`src/rtl/fifo_uart_pkg.sv`:
```
// Shared FSM encoding and frame constants for the FIFO-fed 8N1 transmitter.
// Pure declarations: no latency, no backpressure.
package fifo_uart_pkg;

    typedef enum logic [2:0] {
        IDLE,
        POP,
        LATCH,
        START,
        DATA,
        STOP
    } tx_state_t;

    localparam int STOP_BITS  = 1;
    localparam int FRAME_BITS = 10;

endpackage

```
`src/rtl/baud_counter.sv`:
```
// Bit-period divider: tick pulses on the last clock of every CLKS_PER_BIT-cycle bit.
// Tick is combinational from the count register; clr forces and holds the count at zero.
module baud_counter #(
    parameter int CLKS_PER_BIT = 16
) (
    input  logic CLOCK,
    input  logic RESET,
    input  logic clr,
    output logic tick
);

    localparam int CW = (CLKS_PER_BIT > 1) ? $clog2(CLKS_PER_BIT) : 1;
    localparam logic [CW-1:0] LAST = CW'(CLKS_PER_BIT - 1);

    logic [CW-1:0] cnt;

    always_ff @(posedge CLOCK or posedge RESET) begin
        if (RESET) begin
            cnt <= '0;
        end else if (clr || tick) begin
            cnt <= '0;
        end else begin
            cnt <= cnt + 1'b1;
        end
    end

    assign tick = (cnt == LAST);

endmodule

```
`src/rtl/fifo_uart_tx.sv`:
```
// Pops one FIFO byte per frame and serialises it as 8N1 on TX; READ to TX-low is 2 cycles.
// Backpressure: a frame starts only when ENABLE and F_EMPTY_N are high in IDLE.
module fifo_uart_tx
    import fifo_uart_pkg::*;
#(
    parameter int CLKS_PER_BIT = 16,
    parameter int DATA_W       = 8
) (
    input  logic              CLOCK,
    input  logic              RESET,
    input  logic              ENABLE,
    input  logic              F_EMPTY_N,
    input  logic [DATA_W-1:0] FIFO_DATA,
    output logic              READ,
    output logic              TX,
    output logic              BUSY,
    output logic              TX_DONE
);

    localparam int BW = (DATA_W > 1) ? $clog2(DATA_W) : 1;
    localparam logic [BW-1:0] LAST_BIT = BW'(DATA_W - 1);

    tx_state_t         state;
    logic [DATA_W-1:0] shift;
    logic [DATA_W-1:0] shift_nxt;
    logic [BW-1:0]     bit_cnt;
    logic              baud_clr;
    logic              tick;

    // Baud count sits at zero outside the serial states, so START always gets a full bit.
    assign baud_clr  = (state == IDLE) || (state == POP) || (state == LATCH);
    assign shift_nxt = shift >> 1;

    baud_counter #(
        .CLKS_PER_BIT(CLKS_PER_BIT)
    ) u_baud (
        .CLOCK(CLOCK),
        .RESET(RESET),
        .clr  (baud_clr),
        .tick (tick)
    );

    always_ff @(posedge CLOCK or posedge RESET) begin
        if (RESET) begin
            state   <= IDLE;
            TX      <= 1'b1;
            READ    <= 1'b0;
            shift   <= '0;
            bit_cnt <= '0;
        end else begin
            READ <= 1'b0;
            case (state)
                IDLE: begin
                    if (ENABLE && F_EMPTY_N) begin
                        state <= POP;
                        READ  <= 1'b1;
                    end
                end
                POP: begin
                    state <= LATCH;
                end
                LATCH: begin
                    shift <= FIFO_DATA;
                    TX    <= 1'b0;
                    state <= START;
                end
                START: begin
                    if (tick) begin
                        state   <= DATA;
                        bit_cnt <= '0;
                        TX      <= shift[0];
                    end
                end
                DATA: begin
                    if (tick) begin
                        if (bit_cnt == LAST_BIT) begin
                            state <= STOP;
                            TX    <= 1'b1;
                        end else begin
                            shift   <= shift_nxt;
                            TX      <= shift_nxt[0];
                            bit_cnt <= bit_cnt + 1'b1;
                        end
                    end
                end
                STOP: begin
                    if (tick) begin
                        state <= IDLE;
                    end
                end
                default: begin
                    state <= IDLE;
                    TX    <= 1'b1;
                end
            endcase
        end
    end

    assign BUSY    = (state != IDLE);
    assign TX_DONE = (state == STOP) && tick;

endmodule

```
`config.mk`:
```
export PLATFORM = sky130hd
export DESIGN_NAME = fifo_uart_tx
export DESIGN_NICKNAME = d
export VERILOG_FILES = /design/src/rtl/fifo_uart_pkg.sv /design/src/rtl/baud_counter.sv /design/src/rtl/fifo_uart_tx.sv
export SDC_FILE = /design/constraint.sdc
export NUM_CORES = 1
export LEC_CHECK = 0
export BUFFER_PORTS_ARGS = -buffer_cell sky130_fd_sc_hd__buf_2
export CAP_MARGIN = 40
export CORE_UTILIZATION = 57
export DETAILED_ROUTE_END_ITERATION = 8
export MAX_ROUTING_LAYER = met4
export PLACE_DENSITY = 0.83
export SLEW_MARGIN = 40
export SYNTH_ARGS = -nofsm -noshare
export SYNTH_HDL_FRONTEND = slang
export SYNTH_SLANG_ARGS = --single-unit
```
`constraint.sdc`:
```
create_clock -name CLOCK -period 4.9 [get_ports CLOCK]
set_input_delay 0.49 -clock CLOCK [delete_from_list [all_inputs] [get_ports CLOCK]]
set_output_delay 0.49 -clock CLOCK [all_outputs]
set_load 0.01 [all_outputs]
```
Word level (Yosys, flattened, before mapping)
Cells that the tools add are included.
{ "classes": {"n_reduce_logical": 14, "mux": 19, "eq_ne": 13, "bitwise": 1, "addsub": 2} }
{ "op_table": {"columns": ["cell", "n"], "rows": [
  ["$mux 3", 7],
  ["$pmux 3 s6", 1],
  ["$mux 8", 2],
  ["$pmux 8 s2", 1],
  ["$ne 2x2->1 const B", 5],
  ["$eq 3x3->1 const B", 3],
  ["$eq 3x2->1 const B", 2],
  ["$pmux 3 s2", 1],
  ["$reduce_and 3->1", 2],
  ["$mux 1", 5],
  ["$reduce_and 5->1", 1],
  ["$add 4x1->4 const B", 1],
  ["$eq 4x4->1 const B", 1],
  ["$mux 4", 1],
  ["$pmux 1 s4", 1],
  ["$reduce_and 4->1", 1],
  ["$reduce_bool 2->1", 2],
  ["$add 3x1->3 const B", 1],
  ["$eq 3x1->1 const B", 1],
  ["$logic_not 3->1", 1],
  ["$logic_or 1x1->1", 3],
  ["$reduce_bool 3->1", 1],
  ["$reduce_or 3->1", 1],
  ["$logic_and 1x1->1", 2],
  ["2 further kinds", 2]
]} }
{ "totals": {"word_cells": 55, "output_inout_bits": 4, "reg_bits": 20, "inputBits": 12} }

Longest topological paths before layout
{ "depth": {"depth_word": 5, "mapped_depth": 7, "ltp_nobuf": 6} }

By module
A second synthesis with hierarchy kept.
{ "unflattened": {"cells_unflattened": 99, "area_unflattened_um2": 1027.2} }
{ "by_module_without_submodules": {"columns": ["module", "cells_per_inst", "area_each_um2", "seq_area_each_um2", "instances"], "rows": [
  ["fifo_uart_tx", 85, 852.1, 401.6, 1],
  ["baud_counter", 14, 175.2, 100.1, 1]
]} }

Worst setup path before layout
Ideal clock, no wire load.
{ "synth_timing": {"path_type": "register to register", "startpoint": "register bit_cnt[0]", "endpoint": "register shift[0]", "t_arrival_ns": 1.587, "synth_period_minus_slack_ns": 1.660, "path_stages_with_launch": 8, "n_path_buf": 1, "required_ns": 4.827, "setup_ns": 0.073, "slack_ns": 3.240, "path_cell_list": "dfrtp_1 > ha_1 > ha_1 > nor4b_4 > nand2_4 > and2_4 > buf_6 > a21oi_2"} }
{ "synth_via": {"elab_chain_len": 3} }
{ "synth_lines": {"columns": ["element", "line", "source"], "rows": [
  ["start: declaration", "fifo_uart_tx.sv:26", "logic [BW-1:0] bit_cnt;"],
  ["start signal: assignment", "fifo_uart_tx.sv:82", "bit_cnt <= bit_cnt + 1'b1;"],
  ["$eq 3x3->1", "fifo_uart_tx.sv:76", "if (bit_cnt == LAST_BIT) begin"],
  ["$ne 2x2->1 (no source line)", null, null],
  ["$reduce_and 3->1 (no source line)", null, null],
  ["end signal: assignment", "fifo_uart_tx.sv:80", "shift <= shift_nxt;"],
  ["end: declaration", "fifo_uart_tx.sv:24", "logic [DATA_W-1:0] shift;"]
]} }
No other way between the ends.
A chain may end at the register's enable or synchronous reset.

Final worst setup path
{ "layout_timing": {"startpoint": "register u_baud.cnt[0]", "endpoint": "output TX_DONE"} }
{ "layout_via": {"elab_chain_len": 2} }
{ "layout_lines": {"columns": ["element", "line", "source"], "rows": [
  ["start: declaration", "baud_counter.sv:15", "logic [CW-1:0] cnt;"],
  ["start signal: assignment", "baud_counter.sv:23", "cnt <= cnt + 1'b1;"],
  ["$eq 4x4->1", "baud_counter.sv:27", "assign tick = (cnt == LAST);"],
  ["$logic_and 1x1->1", "fifo_uart_tx.sv:100", "assign TX_DONE = (state == STOP) && tick;"],
  ["end: declaration", "fifo_uart_tx.sv:17", "output logic TX_DONE"]
]} }
No other way between the ends.

==> impl_metrics.sql <==
INSERT INTO impl_metrics (metric_group, metric, value, unit) VALUES
('place', 'placed_cell_area', '0.00109', 'mm²'),
('power_and_ir_drop', 'peak_supply_drop', '0.000206', 'V'),
('yosys', 'synth_area_per_cell', '10.6', 'µm²'),
('power_and_ir_drop', 'comb_power_share', '5.9', '%'),
('grt', 'grt_antenna_before_repair', '0', ''),
('sta', 'post-route-min-period', '2160', 'ps'),
('cts', 'cts.clk_slew.worst_paths', '110', 'ps'),
('layout', 'layout-area-overhead-vs-synth', '11.0', '%'),
('power_and_ir_drop', 'total_power', '0.000284', 'W'),
('route', 'detail_route.wl_per_cell', '13.0', 'µm'),
('yosys', 'mappedNetlistNets', '112', ''),
('floorplanning', 'starting_utilization_of_the_core_area', '64.4', '%'),
('place', 'pre_cts_slack', '3100', 'ps'),
('worst_setup_path', 'setup.worst_path.start', 'u_baud.cnt[0]', ''),
('power_and_ir_drop', 'internal_power', '0.000222', 'W'),
('sta', 'final-max-slew-violation-count', '0', ''),
('cts', 'cts_buffer_depth', '2', ''),
('route', 'finalWirelength', '1.77', 'mm'),
('place', 'placement.io_buffers', '15', ''),
('worst_setup_path', 'r2r-start', 'bit_cnt[0]', ''),
('cts', 'post_cts_setup_buffer_count', '0', ''),
('route', 'remaining_drc_errors', '0', ''),
('sta', 'finalWorstSetupSlack', '2740', 'ps'),
('route', 'drtPass1Iterations', '4', ''),
('worst_setup_path', 'crit_arrival', '1670', 'ps'),
('sta', 'timing.max_slew.rel_slack', '73.8', '%'),
('route', 'antenna_violating_nets_post_route', '0', ''),
('sta', 'worst_setup_skew_after_layout', '7.40', 'ps'),
('sta', 'timing.setup.tns', '0', 'ps'),
('worst_setup_path', 'cp_data_required_time', '4410', 'ps'),
('route', 'viasPerCell', '5.54', ''),
('floorplanning', 'chipWidth', '44.5', 'µm'),
('yosys', 'synth.yosys.warnings', '0', ''),
('yosys', 'synth-seq-cells', '20', ''),
('yosys', 'synth.lib_cells_used.distinct', '35', ''),
('worst_setup_path', 'start_kind', 'flip-flop', ''),
('cts', 'cts_made_buffers', '3', ''),
('worst_hold_path', 'hold_class', 'in2async', ''),
('layout', 'layout.nets', '128', ''),
('sta', 'final-setup-viol-count', '0', ''),
('worst_setup_path', 'setup.worst_path.end_class', 'output port', ''),
('run_status', 'run_status', 'finished clean', ''),
('floorplanning', 'floorplan.rows', '14', ''),
('yosys', 'syn_area', '0.00103', 'mm²'),
('floorplanning', 'die_area', '0.00198', 'mm²'),
('power_and_ir_drop', 'switching_power_total', '0.0000622', 'W'),
('worst_setup_path', 'worst_r2r_path_depth', '6', ''),
('place', 'dp_hpwl', '1.28', 'mm'),
('sta', 'timing.final.crit_share', '44.1', '%'),
('floorplanning', 'core_region_area', '0.00159', 'mm²'),
('layout', 'antenna-diode-count', '0', ''),
('grt', 'grt_pass1_wl', '2.87', 'mm'),
('layout', 'post-route-cell-area', '0.00114', 'mm²'),
('power_and_ir_drop', 'switching_share', '21.9', '%'),
('grt', 'grt_pass1_vias', '683', ''),
('cts', 'numClockSinks', '20', ''),
('sta', 'rsz0062_at_grt', 'false', ''),
('power_and_ir_drop', 'p_clk_share', '34.2', '%'),
('place', 'gp_routability_congestion', '0.802', ''),
('route', 'routed-via-count', '754', ''),
('power_and_ir_drop', 'cellLeakagePower', '0.537', 'nW'),
('floorplanning', 'boundaryPins', '16', ''),
('layout', 'drive_gt1_share', '33.0', '%'),
('grt', 'track_usage', '21.2', '%'),
('grt', 'grt_max_degree', '21', ''),
('sta', 'tightestPinTransition', '393', 'ps'),
('power_and_ir_drop', 'p_seq_share', '59.9', '%'),
('flow_run', 'max_cap_viol_count', '0', ''),
('cts', 'tritoncts', 'yes', ''),
('yosys', 'seq_area_frac_synth', '48.8', '%'),
('sta', 'finalHoldViolations', '0', '');
==> Yosys cell counts (all sizes together) <==
master	count	share of area (%)
or2b	1	0.85
xnor2	1	0.85
o22ai	8	4.9
or3	1	0.73
and3b	1	0.97
and2	4	2.8
nor4b	1	2.3
nor3b	1	0.73
a22o	2	1.7
ha	3	3.7
a21boi	1	0.73
buf	5	4.3
and3	1	0.61
nand3	2	0.97
and2b	1	0.85
inv	9	3.3
a22oi	1	0.73
a21oi	10	7.4
nand2	6	2.9
nand2b	1	0.61
nor3	2	0.97
dfstp	1	2.6
dfrtp	19	46
a21o	1	0.73
a211oi	1	0.73
a311oi	1	0.85
a31oi	1	0.61
o21ai	5	2.4
mux2	1	1.1
nor2	5	1.8
==> state kept, by name, summed over array words and instances, names as in the netlist <==
name	count
TX	1
state	3
READ	1
bit_cnt	3
shift	8
u_baud.cnt	4
==> cell type report <==
| type | count | area [µm²] |
|---|---|---|
| Tap cell | 24 | 30.0 |
| Multi-Input combinational cell | 63 | 448 |
| Inverter | 9 | 33.8 |
| Timing Repair Buffer | 16 | 90.1 |
| Clock buffer | 4 | 36.3 |
| Fill cell | 122 | 454 |
| Sequential cell | 20 | 502 |
==> through the flow <==
stage / cells / util [%] / hold WS, ps
2_1_floorplan: 97 / - / 453
3_3_place_gp: 131 / 68.3 / 480
3_5_place_dp: 131 / 68.3 / 499
4_1_cts: 135 / 70.6 / 307
5_1_grt: 136 / 71.5 / 47.5
6_report: 136 / 71.5 / 50.3
==> final timing paths <==
path                            slack [ps]  endpoint
worst min-delay path                    50  shift[1]
max in group asynchronous             4520  shift[5]
worst max register to register        3130  shift[5]
worst min register to register         520  shift[0]
min in group CLOCK                     410      READ
worst max-delay path                  2740   TX_DONE
==> metal layers <==
| metal | share of wire, % | wire length, µm | global-route usage (%) |
|---|---|---|---|
| met2 | 48 | 853 | 35.0 |
| met4 | 1.6 | 28 | 9.09 |
| met3 | 4.1 | 72 | 4.90 |
| met1 | 46 | 813 | 24.5 |
| met5 | 0 | 0 | - |
==> cells by family after synthesis <==
family | count (synthesis) | share of synthesized area (%)
DFF | 20 | 48.8
muxes | 1 | 1.10
adders and majority gates | 3 | 3.65
xor gates and xnor gates | 1 | 0.853
AOI/OAI and AO/OA | 31 | 20.8
and+or+nand+nor | 27 | 17.2
buffers and inverters | 14 | 7.55
==> worst max-delay path: stages, from the launching register on <==
cell     delay [ps]
dfrtp_1         420
ha_1            250
and3_1          350
nand2_1         110
nor2_1          100
buf_2           130
==> power groups by stage <==
stage           Clock, W  Combinational [W]  Sequential, W
6_report       0.0000973          0.0000167       0.000170
2_1_floorplan          0         0.00000902       0.000173
3_3_place_gp           0          0.0000149       0.000173
3_5_place_dp           0          0.0000154       0.000173
5_1_grt         0.000104          0.0000187       0.000171
4_1_cts        0.0000969          0.0000155       0.000170
No activity file was read; power rests on OpenSTA's default activity.
